[config.mk]
export PLATFORM = sky130hd
export DESIGN_NAME = fetch_unit
export DESIGN_NICKNAME = d
export VERILOG_FILES = /design/src/rtl/fetch_unit.sv
export SDC_FILE = /design/constraint.sdc
export NUM_CORES = 1
export LEC_CHECK = 0
export CELL_PAD_IN_SITES_DETAIL_PLACEMENT = 1
export CELL_PAD_IN_SITES_GLOBAL_PLACEMENT = 1
export CORE_ASPECT_RATIO = 1.25
export CORE_UTILIZATION = 32
export DETAILED_ROUTE_END_ITERATION = 8
export PLACE_DENSITY = 0.9
export SKIP_CTS_REPAIR_TIMING = 1
export SYNTH_ARGS = -nofsm -noshare
export SYNTH_HDL_FRONTEND = slang
export SYNTH_SLANG_ARGS = --single-unit
export TNS_END_PERCENT = 10
[constraint.sdc]
create_clock -name clk -period 2.3 [get_ports clk]
set_input_delay 0.23 -clock clk [delete_from_list [all_inputs] [get_ports clk]]
set_output_delay 0.23 -clock clk [all_outputs]
set_load 0.05 [all_outputs]
[src/rtl/fetch_unit.sv]
// ---------------------------------------------------------------------------
// fetch_unit
//
// Instruction fetch sequencer sitting between a simple read-only memory and
// a multi-cycle CPU core. For each instruction it issues a single read,
// waits for the word, hands it to the CPU (load strobe followed by start
// strobe) and then waits for the CPU to come back to its wait state before
// fetching the next word. A word whose top three bits are 3'b111 is a HALT:
// the unit parks in HALT until reset. If the CPU fails to return to its
// wait state within TIMEOUT cycles, err is raised and the unit also halts.
//
// Handshakes:
//   Memory side: mem_rd is a one-cycle request carrying mem_addr. mem_addr
//   stays equal to the PC while the read is outstanding. The reply is the
//   first cycle with mem_valid=1 while in WAIT_MEM, and mem_rdata is
//   captured in that cycle. mem_valid in any other state is ignored, so a
//   reply that arrives after a reset cannot be mistaken for a new one.
//   CPU side: load (one cycle) tells the CPU to latch instr; s (one cycle,
//   on the next cycle) starts it. The CPU drops w one cycle after s, so the
//   first WAIT_CPU cycle ignores w; from then on w=1 completes the
//   instruction.
//
// Parameters:
//   RESET_PC  PC value loaded by reset.
//   TIMEOUT   cycles allowed in WAIT_CPU before err (2..255).
//
// Ports:
//   clk        in   rising-edge clock
//   reset      in   synchronous active-high reset
//   run        in   enables fetching
//   pc_set     in   load pc_val into the PC (IDLE only, beats run)
//   pc_val     in   [7:0]  new PC value
//   mem_rd     out  one-cycle read request
//   mem_addr   out  [7:0]  read address (current PC)
//   mem_rdata  in   [15:0] word returned by memory
//   mem_valid  in   mem_rdata valid this cycle
//   instr      out  [15:0] instruction register presented to the CPU
//   load       out  one-cycle strobe: CPU latches instr
//   s          out  one-cycle start strobe to the CPU
//   w          in   CPU is in its wait state
//   pc         out  [7:0]  current PC
//   retired    out  [15:0] completed instructions, saturating
//   halted     out  unit is in HALT
//   err        out  sticky CPU timeout flag
//   fsm_state  out  [2:0]  current FSM state (debug visibility)
// ---------------------------------------------------------------------------
module fetch_unit #(
  parameter logic [7:0]  RESET_PC = 8'h00,
  parameter int unsigned TIMEOUT  = 63
) (
  input  logic        clk,
  input  logic        reset,
  input  logic        run,
  input  logic        pc_set,
  input  logic [7:0]  pc_val,
  output logic        mem_rd,
  output logic [7:0]  mem_addr,
  input  logic [15:0] mem_rdata,
  input  logic        mem_valid,
  output logic [15:0] instr,
  output logic        load,
  output logic        s,
  input  logic        w,
  output logic [7:0]  pc,
  output logic [15:0] retired,
  output logic        halted,
  output logic        err,
  output logic [2:0]  fsm_state
);

  typedef enum logic [2:0] {
    IDLE     = 3'd0,
    REQ      = 3'd1,
    WAIT_MEM = 3'd2,
    LOAD     = 3'd3,
    START    = 3'd4,
    WAIT_CPU = 3'd5,
    HALT     = 3'd6
  } state_t;

  // Last WAIT_CPU cycle index in which w can still rescue the instruction.
  localparam logic [7:0] CPU_LAST = 8'(TIMEOUT - 1);

  state_t      state;
  state_t      state_nxt;
  logic [7:0]  cpu_cnt;     // cycles spent in WAIT_CPU, 0 = guard cycle
  logic        is_halt_op;
  logic        cpu_done;
  logic        cpu_timeout;

  assign is_halt_op  = (mem_rdata[15:13] == 3'b111);
  // w only counts once the guard cycle is past.
  assign cpu_done    = (state == WAIT_CPU) && (cpu_cnt != 8'd0) && w;
  assign cpu_timeout = (state == WAIT_CPU) && !cpu_done && (cpu_cnt == CPU_LAST);

  // -------------------------------------------------------------------------
  // State register
  // -------------------------------------------------------------------------
  always_ff @(posedge clk) begin
    if (reset) begin
      state <= IDLE;
    end else begin
      state <= state_nxt;
    end
  end

  // -------------------------------------------------------------------------
  // Next-state logic
  // -------------------------------------------------------------------------
  always_comb begin
    state_nxt = state;
    unique case (state)
      IDLE: begin
        // pc_set wins: the PC is updated and fetching waits a cycle.
        if (!pc_set && run) begin
          state_nxt = REQ;
        end
      end
      REQ: begin
        state_nxt = WAIT_MEM;
      end
      WAIT_MEM: begin
        if (mem_valid) begin
          state_nxt = is_halt_op ? HALT : LOAD;
        end
      end
      LOAD: begin
        state_nxt = START;
      end
      START: begin
        state_nxt = WAIT_CPU;
      end
      WAIT_CPU: begin
        // run is only consulted at instruction boundaries, so dropping it
        // mid-instruction lets the current one finish.
        if (cpu_done) begin
          state_nxt = run ? REQ : IDLE;
        end else if (cpu_timeout) begin
          state_nxt = HALT;
        end
      end
      HALT: begin
        state_nxt = HALT;
      end
      default: begin
        state_nxt = IDLE;
      end
    endcase
  end

  // -------------------------------------------------------------------------
  // Datapath registers: PC, instruction register, retire counter, error
  // flag and the WAIT_CPU cycle counter.
  // -------------------------------------------------------------------------
  always_ff @(posedge clk) begin
    if (reset) begin
      pc      <= RESET_PC;
      instr   <= 16'h0000;
      retired <= 16'h0000;
      err     <= 1'b0;
      cpu_cnt <= 8'd0;
    end else begin
      if ((state == IDLE) && pc_set) begin
        pc <= pc_val;
      end

      if ((state == WAIT_MEM) && mem_valid) begin
        instr <= mem_rdata;
        pc    <= pc + 8'd1;   // natural 8-bit wrap FF -> 00
      end

      if (state == START) begin
        cpu_cnt <= 8'd0;
      end else if ((state == WAIT_CPU) && (cpu_cnt != 8'hFF)) begin
        cpu_cnt <= cpu_cnt + 8'd1;
      end

      if (cpu_done && (retired != 16'hFFFF)) begin
        retired <= retired + 16'd1;
      end

      if (cpu_timeout) begin
        err <= 1'b1;
      end
    end
  end

  // -------------------------------------------------------------------------
  // Outputs: pure decodes of the state, so each strobe lasts exactly one
  // cycle and no two strobes can coincide.
  // -------------------------------------------------------------------------
  always_comb begin
    mem_rd    = 1'b0;
    load      = 1'b0;
    s         = 1'b0;
    halted    = 1'b0;
    mem_addr  = pc;
    fsm_state = state;
    unique case (state)
      REQ:     mem_rd = 1'b1;
      LOAD:    load   = 1'b1;
      START:   s      = 1'b1;
      HALT:    halted = 1'b1;
      default: ;
    endcase
  end

endmodule

# Yosys cells after proc, flatten, opt, wreduce, memory -nomap -nowiden
# Index checks and enable logic that the tools add are counted.
[op_classes] muxes=13 n_eq_ne=13 n_reduce_logical=16 add_sub_neg=3
[op_table] op="3-bit one-hot mux with 7 select lines" count=1
[op_table] op="16-bit by 1-bit adder with 16-bit output, second input constant" count=1
[op_table] op="8-bit by 1-bit adder with 8-bit output, second input constant" count=2
[op_table] op="8-bit 2-to-1 mux" count=2
[op_table] op="16-bit inequality test, second input constant" count=1
[op_table] op="3-bit 2-to-1 mux" count=5
[op_table] op="3-bit == test, second input constant" count=4
[op_table] op="1-bit logical AND" count=9
[op_table] op="8-bit by 6-bit == test with 1-bit output, second input constant" count=1
[op_table] op="8-bit inequality test, second input constant" count=1
[op_table] op="8-bit nonzero test" count=1
[op_table] op="3-bit by 2-bit == test with 1-bit output, second input constant" count=2
[op_table] op="1-bit 2-to-1 mux" count=5
[op_table] op="2-bit inequality test, second input constant" count=2
[op_table] op="3-bit by 1-bit == test with 1-bit output, second input constant" count=1
[op_table] op="3-bit logical NOT" count=1
[op_table] op="3-bit inequality test, second input constant" count=1
[op_table] op="3-bit AND reduction" count=1
[op_table] op="1-bit logical NOT" count=2
[op_table] op="2-bit nonzero test" count=1
[op_table] op="2-bit OR reduction" count=1
[totals] ff_bits=52 in_bits=30 elab_cells=51 out_inout_bits=56

# Logic depth before layout (Yosys ltp)
# Gate-level depths: netlist of run 1.
[logic_depth] ltp_word=9 depth_mapped=8 depth_no_buf=7

# Worst setup path after synthesis of run 1
# Ideal clock, no wire load.
[synth_timing] kind="flip-flop to output port" from="register state[0], in the netlist fsm_state[0]" to="output port load" setup_slack_ns=-0.146 arrival_ns=2.216 stages_incl_launch_ff=4 n_path_buf=1 required_time_ns=2.070 cell_sequence="dfxtp_1 -> clkbuf_1 -> inv_1 -> nor3_1"
[synth_between] elab_chain_cells=2
[synth_rtl] element="from (decl)" line="84" rtl="state_t state;"
[synth_rtl] element="from (signal assigned)" line="103" rtl="state <= state_nxt;"
[synth_rtl] element="3-bit by 2-bit == test with 1-bit output" line="199" rtl="unique case (state)"
[synth_rtl] element="1-bit 2-to-1 mux" line="199"
[synth_rtl] element="to (decl)" line="61" rtl="output logic load,"
# Every way passes these cells.

# Worst setup path in the final report of run 1
[layout_timing] from="register cpu_cnt[0]" to="register retired[11]"
[layout_between] elab_chain_cells=4
[layout_rtl] element="from (decl)" line="86" rtl="logic [7:0] cpu_cnt;"
[layout_rtl] element="from (signal assigned)" line="175" rtl="cpu_cnt <= cpu_cnt + 8'd1;"
[layout_rtl] element="8-bit nonzero test" line="93" rtl="assign cpu_done = (state == WAIT_CPU) && (cpu_cnt != 8'd0) && w;"
[layout_rtl] element="1-bit logical AND (2 in a row)" line="93"
[layout_rtl] element="1-bit logical AND" line="178" rtl="if (cpu_done && (retired != 16'hFFFF)) begin"
[layout_rtl] element="to (signal assigned)" line="179" rtl="retired <= retired + 16'd1;"
[layout_rtl] element="to (decl)" line="65" rtl="output logic [15:0] retired,"
# Every way passes these cells.
# A chain may end at the register's enable or synchronous reset.

==> summary.txt, run 1 <==
ANT cells: 0
Mean Syn Cell Area: 8.149 µm²
Synth Register Bits: 52
GP Congestion: 0.8354
CP max FO: 11
wirelength, routed: 7.120 mm
Sw Share: 33.39%
most frequent cells in the layout: 80 x clkdlybuf4s50_1, 52 x dfxtp_1, 51 x nand2_1
Initial Util: 33.52%
max-slew violations: 0
met1 Use GR: 19.72%
GRT met3 Usage: 3.439%
GR Util met2: 33.68%
row cnt: 35
Fin Hold WS: 0.3568 ns
fraction of layout cells with a size suffix above 1: 8.549%
most common cell after layout, fill and taps aside: clkdlybuf4s50_1
final period utilization: 89.58%
global-route wire length before repair: 11.49 mm
Mapped Area: 2510 µm²
# IOs: 86
DR pass1 iterations: 4
kind of critical path: flip-flop to flip-flop
Hold Path Class: input port to flip-flop
vias per cell: 5.238
die footprint: 8204 µm²
Final Cell Area: 3543 µm²
Final setup viols: 0
Final Util: 47.32%
Slew HR: 54.45%
leading area contributor after synthesis: dfxtp_1
setup ws final: 0.2396 ns
grt total ovfl: 0
# Max-Cap Violations: 0
Max Freq: 0.4853 GHz
CTS sink cnt: 52
leakage power: 1.230 nW
outcome: finished, final reports clean
dominant cells by area after synthesis: dfxtp_1 41%, nand2_1 7.6%, a21oi_1 6.4%, nor2_1 4.3%, xnor2_1 3.1%
Clk pwr share: 29.4%
Post-Place Worst Slack: 0.1289 ns
total track usage: 17.77%
syn_nets: 343
vias in the first global route: 2,486
CTS tree: built
Critical Path RT: 2.55 ns
Switch Pwr: 0.7886 mW
Core Region: 7488 µm²
Slew @ Worst Pin: 0.6818 ns
Worst-path clk slew: 0.10 ns
H-tree levels: 2
Hold Path Stages: 2
Seq/Total Area, Yosys: 41.48%
Syn-to-layout area delta: 41.18%
busiest grt layer: met2
top cell type's share of synthesized area: 41.48%
ys async rst share: 0%
total CTS buffers: 5
Post-DP HPWL: 5.449 mm
Via Count: 2,504
DR iter-0 viols: 48
fin nets: 420
# port buffers: 85
Flop pwr share: 41.9%
Internal Power: 1.573 mW
Crit. End Element: flip-flop
CTS Buffer Depth: 2
dominant synthesized flop cell: dfxtp_1
RSZ-0062 raised after global routing: false
Post-Synthesis Cells: 308
maximum vdd drop: 0.2718 mV
final hold vios: 0
DRC Markers: 0
post-route minimum period: 2.060 ns
die width: 81.22 µm
Worst EP arrival: 2.31 ns
R2R cell count: 7
Distinct cells, synth: 48
Placed Area: 3412 µm²
EDFF count, synth: 0
CTS Root Cell: clkbuf_8
Comb power frac: 28.7%
skew final: 0.007250 ns
initial antenna violation count: 0
ANT nets after route: 0
Die H: 101.0 µm
Power Dens Cells: 666.5 nW/µm²
Syn. warnings: 0
largest net degree at the start of global routing: 25
Startpoint Class: flip-flop
wire per inst: 14.90 µm
clock latency on the worst-skew pair: 0.31 ns
-- power by group through the flow --
stage / Clock (mW) / Sequential (mW) / Combinational [mW]
after floorplan: 0 / 1.16 / 0.299
after global placement: 0 / 1.01 / 0.668
after detailed placement: 0 / 1.01 / 0.681
after CTS: 0.721 / 0.991 / 0.683
after global routing: 0.747 / 0.999 / 0.715
final: 0.694 / 0.991 / 0.677
-- sequential cells by signal (all words and copies together), names as in the netlist --
signal / cells
instr: 16
retired: 16
cpu_cnt: 8
mem_addr: 8
fsm_state: 3
err: 1
-- per-layer routing --
layer  wire, µm  share of wire, %  vias up
li1           -                 -     1230
met1       2933                41     1219
met2       3845                54       49
met3        278               3.9        6
met4         63              0.88        0
met5          0                 0        -
-- metrics by stage --
stage	TNS, ns	std cells	power [mW]
6_report	0	478	2.362
5_1_grt	0	478	2.460
4_1_cts	0	478	2.395
3_5_place_dp	0	470	1.693
3_3_place_gp	0	470	1.677
2_1_floorplan	-0.2921	308	1.456
-- Yosys cell counts, types with 2 or more instances --
master / n
dfxtp_1: 52
nand2_1: 51
a21oi_1: 32
nor2_1: 29
clkbuf_1: 13
nand4_1: 12
and3_1: 10
buf_4: 9
nor3_1: 9
xnor2_1: 9
nand3_1: 8
xor2_1: 7
inv_1: 6
o21ai_0: 6
or3_1: 6
ha_1: 5
a31oi_1: 4
nor4_1: 4
a211oi_1: 2
and4_1: 2
mux2i_1: 2
nor4_2: 2
o31ai_1: 2
or4b_1: 2
-- cell families after synthesis --
family / after synthesis / share of synthesized area, %
AND/OR/NAND/NOR: 145 / 29.56
AO/OA/AOI/OAI: 57 / 13.51
flip-flops: 52 / 41.48
buffers and inverters: 30 / 6.131
XOR/XNOR: 16 / 5.583
adder cells (fa/ha/maj): 5 / 2.493
multiplexers: 3 / 1.246
-- final timing paths --
| check | from | endpoint | slack [ns] |
|---|---|---|---|
| setup reg to reg | cpu_cnt[0] | retired[11] | 0.24 |
| hold / removal | reset | retired[1] | 0.36 |
| setup / recovery | cpu_cnt[0] | retired[11] | 0.24 |
| hold reg to reg | instr[11] | instr[11] | 0.46 |
-- critical path, stage by stage, from the launching register on --
cell and delay [ns]:
dfxtp_1 0.44, inv_1 0.09, ha_1 0.19, or4b_1 0.20, o21ai_2 0.07, or3_4 0.45
or4_1 0.42, a21oi_1 0.15
-- area by class of cell --
cell class	instances	area, µm²
fillers	899	3945
multi-input cells	226	1335
flip-flops and latches	52	1041
repair buffers	94	903.4
well taps	92	115.1
clock buffers	7	96.34
clock inverters	1	30.03
inverters	6	22.52
Note: power is estimated with default switching activity, not from simulation.
==> inputs of run 2 (changes only) <==
Settings changed: SLEW_MARGIN from default to 20.
==> results of run 2 <==
The final DEF is identical to that of run 1; final timing and power are the same.
==> inputs of run 3 (changes only) <==
Settings changed: CORE_UTILIZATION 32 to 34, CTS_BUF_LIST from default to sky130_fd_sc_hd__clkbuf_4, PLACE_DENSITY 0.9 to 0.94, SKIP_CTS_REPAIR_TIMING 1 to default.
==> run 3 against run 2 <==
  * Non-clock buffer count stayed put
  * Clock skew grew 0.0068 ns
  * Combinational power hardly changed
  * Sequential power about the same
  * Clock-buffer cell count down 1
  * Worst hold slack lost 0.034 ns
  * Utilization up 2.1 points
  * Routed wire length shrank 1.0%
  * Via count decreased by 0.88%
  * First-iteration DRC count rose by 110%
  * Flip-flop and latch count stayed put
  * Critical path type unchanged
  * Largest cell class unchanged
  * Largest power group unchanged
==> summary.txt, run 3 (synthesized netlist as in run 1, its figures left out) <==
DR iter-0 viols: 103 (+110%)
vias in the first global route: 2,494 (+0.32%)
grt total ovfl: 0 (unchanged)
die width: 78.85 µm (-2.9%)
wirelength, routed: 7.047 mm (-1.0%)
maximum vdd drop: 0.3316 mV (+22%)
CTS Root Cell: clkbuf_4
Syn-to-layout area delta: 39.08%
Initial Util: 35.54% (+2.0 points)
post-route minimum period: 2.159 ns (+0.09807 ns)
RSZ-0062 raised after global routing: false
leakage power: 1.211 nW (-1.6%)
Final setup viols: 0 (unchanged)
Core Region: 7062 µm² (-5.7%)
most frequent cells in the layout: 80 x clkdlybuf4s50_1, 51 x nand2_1, 51 x dfxtp_1
skew final: 0.01406 ns (+0.006811 ns)
Fin Hold WS: 0.3228 ns (-0.03397 ns)
CTS Buffer Depth: 2 (unchanged)
Slew @ Worst Pin: 0.6548 ns (-0.02701 ns)
# port buffers: 85 (unchanged)
Post-DP HPWL: 5.298 mm (-2.8%)
ANT nets after route: 0 (unchanged)
outcome: finished, final reports clean
Worst EP arrival: 2.47 ns (+0.16 ns)
GP Congestion: 0.8020 (-4.0%)
setup ws final: 0.1415 ns (-0.09807 ns)
wire per inst: 14.80 µm (-0.61%)
# Max-Cap Violations: 0 (unchanged)
most common cell after layout, fill and taps aside: clkdlybuf4s50_1
row cnt: 34 (-2.9%)
Largest regs: instr: 16 flops, retired: 16 flops
ANT cells: 0 (unchanged)
clock latency on the worst-skew pair: 0.37 ns (+0.06 ns)
Cell Count, Final, Fillers Out: 476 (-0.42%)
Max Freq: 0.4633 GHz (-4.5%)
CTS sink cnt: 52 (unchanged)
total track usage: 18.36% (+0.60 points)
Crit. End Element: flip-flop
Die H: 98.06 µm (-2.9%)
vias per cell: 5.214 (-0.46%)
total CTS buffers: 5 (unchanged)
placed cells: 468 (-0.43%)
fraction of layout cells with a size suffix above 1: 8.549% (unchanged)
power after layout: 2.199 mW (-6.9%)
# IOs: 86 (unchanged)
CTS tree: built
Slew HR: 56.25% (+1.8 points)
Startpoint Class: flip-flop
Post-Place Worst Slack: 0.1138 ns (-0.01512 ns)
final period utilization: 93.85% (+4.3 points)
global-route wire length before repair: 11.39 mm (-0.84%)
Worst-path clk slew: 0.15 ns (+0.05 ns)
kind of critical path: flip-flop to flip-flop
Critical Path RT: 2.61 ns (+0.06 ns)
Hold Path Class: input port to flip-flop
final hold vios: 0 (unchanged)
CP max FO: 11 (unchanged)
die footprint: 7732 µm² (-5.8%)
max-slew violations: 0 (unchanged)
DR pass1 iterations: 4 (unchanged)
Final Util: 49.43% (+2.1 points)
Power Dens Cells: 629.9 nW/µm² (-5.5%)
largest net degree at the start of global routing: 30 (+20%)
H-tree levels: 2 (unchanged)
initial antenna violation count: 0 (unchanged)
DRC Markers: 0 (unchanged)
Via Count: 2,482 (-0.88%)
fin nets: 420 (unchanged)
[run 3: layer usage]
metal  GRT usage (%)  vias up  share of wire, %
li1                -     1232                 -
met1           20.83     1191                43
met2           35.05       54                53
met3           3.084        5               3.1
met4           4.196        0              0.87
met5               0        -                 0
[run 3: power by group]
group | switching (mW) | total (mW) | internal [mW]
clock | 0.290 | 0.530 | 0.240
sequential | 0.0454 | 0.991 | 0.946
combinational | 0.434 | 0.678 | 0.244
total | 0.769 | 2.20 | 1.43
[run 3: worst paths after layout]
path	start	to	slack, ns	cells past startpoint
hold reg to reg	instr[2]	instr[2]	0.47	2
hold / removal	reset	retired[0]	0.32	2
setup / recovery	cpu_cnt[1]	retired[11]	0.14	7
setup reg to reg	cpu_cnt[1]	retired[11]	0.14	7
[run 3: cell type report]
type / count / area [µm²]
Clock buffer: 6 / 45.04
Clock inverter: 2 / 35.03
Fill cell: 883 / 3571
Inverter: 6 / 22.52
Multi-Input combinational cell: 226 / 1330
Sequential cell: 52 / 1042
Tap cell: 90 / 112.6
Timing Repair Buffer: 94 / 903.4
[run 3: what timing repair did]
action | CTS | global route
setup endpoints to repair | 0 | 1
setup buffers | 0 | 0
gates resized for setup | 0 | 1
hold buffers | 0 | 0
[run 3: metrics by stage]
stage / cell area, µm² / setup TNS (ns)
4_1_cts: 3490 / 0
5_1_grt: 3491 / 0
2_1_floorplan: 2510 / -0.2921
6_report: 3491 / 0
3_5_place_dp: 3410 / 0
3_3_place_gp: 3410 / 0
[run 3: critical path: stages (launching register included)]
cell	delay [ns]
dfxtp_1	0.45
inv_1	0.09
ha_1	0.18
or4b_1	0.20
o21ai_2	0.06
or3_1	0.52
or4_1	0.45
a21oi_1	0.16
==> RTL change, RTL diff (flow settings as in run 3) <==
Add an input register stage for `run`, `pc_set`, `pc_val`, `mem_rdata`, `mem_valid` and `w`, without a reset; this delays them by one clock. Comments in the files are not updated.
--- a/src/rtl/fetch_unit.sv
+++ b/src/rtl/fetch_unit.sv
@@ -81,6 +81,22 @@
   // Last WAIT_CPU cycle index in which w can still rescue the instruction.
   localparam logic [7:0] CPU_LAST = 8'(TIMEOUT - 1);
 
+  logic run_q;
+  logic pc_set_q;
+  logic [7:0] pc_val_q;
+  logic [15:0] mem_rdata_q;
+  logic mem_valid_q;
+  logic w_q;
+
+  always_ff @(posedge clk) begin
+    run_q       <= run;
+    pc_set_q    <= pc_set;
+    pc_val_q    <= pc_val;
+    mem_rdata_q <= mem_rdata;
+    mem_valid_q <= mem_valid;
+    w_q         <= w;
+  end
+
   state_t      state;
   state_t      state_nxt;
   logic [7:0]  cpu_cnt;     // cycles spent in WAIT_CPU, 0 = guard cycle
@@ -88,9 +104,9 @@
   logic        cpu_done;
   logic        cpu_timeout;
 
-  assign is_halt_op  = (mem_rdata[15:13] == 3'b111);
+  assign is_halt_op  = (mem_rdata_q[15:13] == 3'b111);
   // w only counts once the guard cycle is past.
-  assign cpu_done    = (state == WAIT_CPU) && (cpu_cnt != 8'd0) && w;
+  assign cpu_done    = (state == WAIT_CPU) && (cpu_cnt != 8'd0) && w_q;
   assign cpu_timeout = (state == WAIT_CPU) && !cpu_done && (cpu_cnt == CPU_LAST);
 
   // -------------------------------------------------------------------------
@@ -112,7 +128,7 @@
     unique case (state)
       IDLE: begin
         // pc_set wins: the PC is updated and fetching waits a cycle.
-        if (!pc_set && run) begin
+        if (!pc_set_q && run_q) begin
           state_nxt = REQ;
         end
       end
@@ -120,7 +136,7 @@
         state_nxt = WAIT_MEM;
       end
       WAIT_MEM: begin
-        if (mem_valid) begin
+        if (mem_valid_q) begin
           state_nxt = is_halt_op ? HALT : LOAD;
         end
       end
@@ -134,7 +150,7 @@
         // run is only consulted at instruction boundaries, so dropping it
         // mid-instruction lets the current one finish.
         if (cpu_done) begin
-          state_nxt = run ? REQ : IDLE;
+          state_nxt = run_q ? REQ : IDLE;
         end else if (cpu_timeout) begin
           state_nxt = HALT;
         end
@@ -160,12 +176,12 @@
       err     <= 1'b0;
       cpu_cnt <= 8'd0;
     end else begin
-      if ((state == IDLE) && pc_set) begin
-        pc <= pc_val;
-      end
-
-      if ((state == WAIT_MEM) && mem_valid) begin
-        instr <= mem_rdata;
+      if ((state == IDLE) && pc_set_q) begin
+        pc <= pc_val_q;
+      end
+
+      if ((state == WAIT_MEM) && mem_valid_q) begin
+        instr <= mem_rdata_q;
         pc    <= pc + 8'd1;   // natural 8-bit wrap FF -> 00
       end
 
Check against the original RTL: not equivalent (Yosys sat finds a counterexample within 4 cycles, from zero or initial values and one cycle with reset high).
==> RTL change against run 3 <==
Total power is 41% higher. Critical path depth stayed put. Synthesized area increased by 28%. Setup slack better by 0.091 ns. Cell area is 24% higher. Sequential cell count increased by 28. Routed wire length is 23% higher. Utilization fell by 2.2 points.
==> RTL change: results (changes against run 3) <==
clock skew=0.0175 ns (was 0.0141 ns); NumNets Final=461 (was 420); drt via density=5.06 (was 5.21); Synth top cells by count=dfxtp_1 (80), nand2_1 (49), nor2_1 (35), a21oi_1 (29) (was dfxtp_1 (52), nand2_1 (51), a21oi_1 (32), nor2_1 (29), clkbuf_1 (13)); share of cells above drive strength 1=12.1% (was 8.55%); synth top area cells=dfxtp_1 (50%), nand2_1 (5.7%), a21oi_1 (4.5%) (was dfxtp_1 (41%), nand2_1 (7.6%), a21oi_1 (6.4%)); status=finished clean (unchanged); gpl congestion=0.783 (was 0.802); relative slew slack=64.4% (was 56.3%); fill count=1093 (was 883); critical path's slowest cell=or4b_4 (was or3_1); largest registers=instr x16, mem_rdata_q x16, retired x16 (was instr x16, retired x16); met2 routed WL=4.64 mm (was 3.71 mm); vias in the first global route=3008 (was 2494); Worst Path Max Fanout=8 (was 11); Cell variety after synth=59 (was 48); DRT Wirelength=8.67 mm (was 7.05 mm); clock latency on the worst-skew pair=0.44 ns (was 0.37 ns); DR iter-0 viols=57 (was 103); GRT Total Usage=19.3% (was 18.4%); LEAKAGE=1.54 nW (was 1.21 nW); critical path arrival=2.40 ns (was 2.47 ns); syn nets=379 (was 343); first-pass GRT wire length=14.5 mm (was 11.4 mm); Die W=89.0 µm (was 78.9 µm)
[RTL change: power groups by stage]
stage	Combinational, mW	Clock (mW)	Sequential, mW
floorplan	0.293	0	1.68
detailed placement	0.681	0	1.54
global route	0.722	1.01	1.52
CTS	0.683	0.939	1.51
global placement	0.662	0	1.53
finish	0.676	0.907	1.51
[RTL change: logic make-up after synthesis]
group	synth area share, %
multiplexers	1.36
adder cells (fa/ha/maj)	1.94
flip-flops	49.8
XOR/XNOR	4.63
AND/OR/NAND/NOR	21.9
AO/OA/AOI/OAI	15.1
buffers and inverters	5.25
[RTL change: worst paths after layout]
path / cells past startpoint / from / end
worst max register to register: 7 / cpu_cnt[0] / retired[3]
worst min register to register: 2 / mem_rdata_q[8] / instr[8]
worst max-delay path: 7 / cpu_cnt[0] / retired[3]
worst min-delay path: 2 / reset / retired[4]
[RTL change: area by class of cell]
type,instances,share of cell area (%)
clock buffers,10,1.73
clock inverters,5,1.68
inverters,8,0.693
multi-input cells,230,33.9
flip-flops and latches,80,37.0
well taps,123,3.55
repair buffers,97,21.5
[RTL change: stage by stage]
step,total power [mW],instances,util (%),hold WS (ns),TNS [ns]
2_1_floorplan,1.97,344,-,0.258,-0.980
3_3_place_gp,2.20,538,45.6,0.420,0
3_5_place_dp,2.22,538,45.6,0.437,0
4_1_cts,3.13,553,47.2,0.191,0
5_1_grt,3.25,553,47.2,0.176,0
6_report,3.09,553,47.2,0.224,0
[RTL change: critical path: cells and delay by family (launching register included)]
kind | cells | cell delay [ns]
flip-flops | 1 | 0.37
multiplexers | 1 | 0.32
buffers and inverters | 1 | 0.10
AO/OA/AOI/OAI | 2 | 0.44
AND/OR/NAND/NOR | 2 | 0.61
adder cells (fa/ha/maj) | 1 | 0.14
[RTL change: layer usage]
metal | track usage (%) | vias to the layer above
li1 | - | 1362
met5 | 0 | -
met3 | 5.36 | 13
met4 | 7.51 | 0
met1 | 21.4 | 1357
met2 | 34.2 | 66
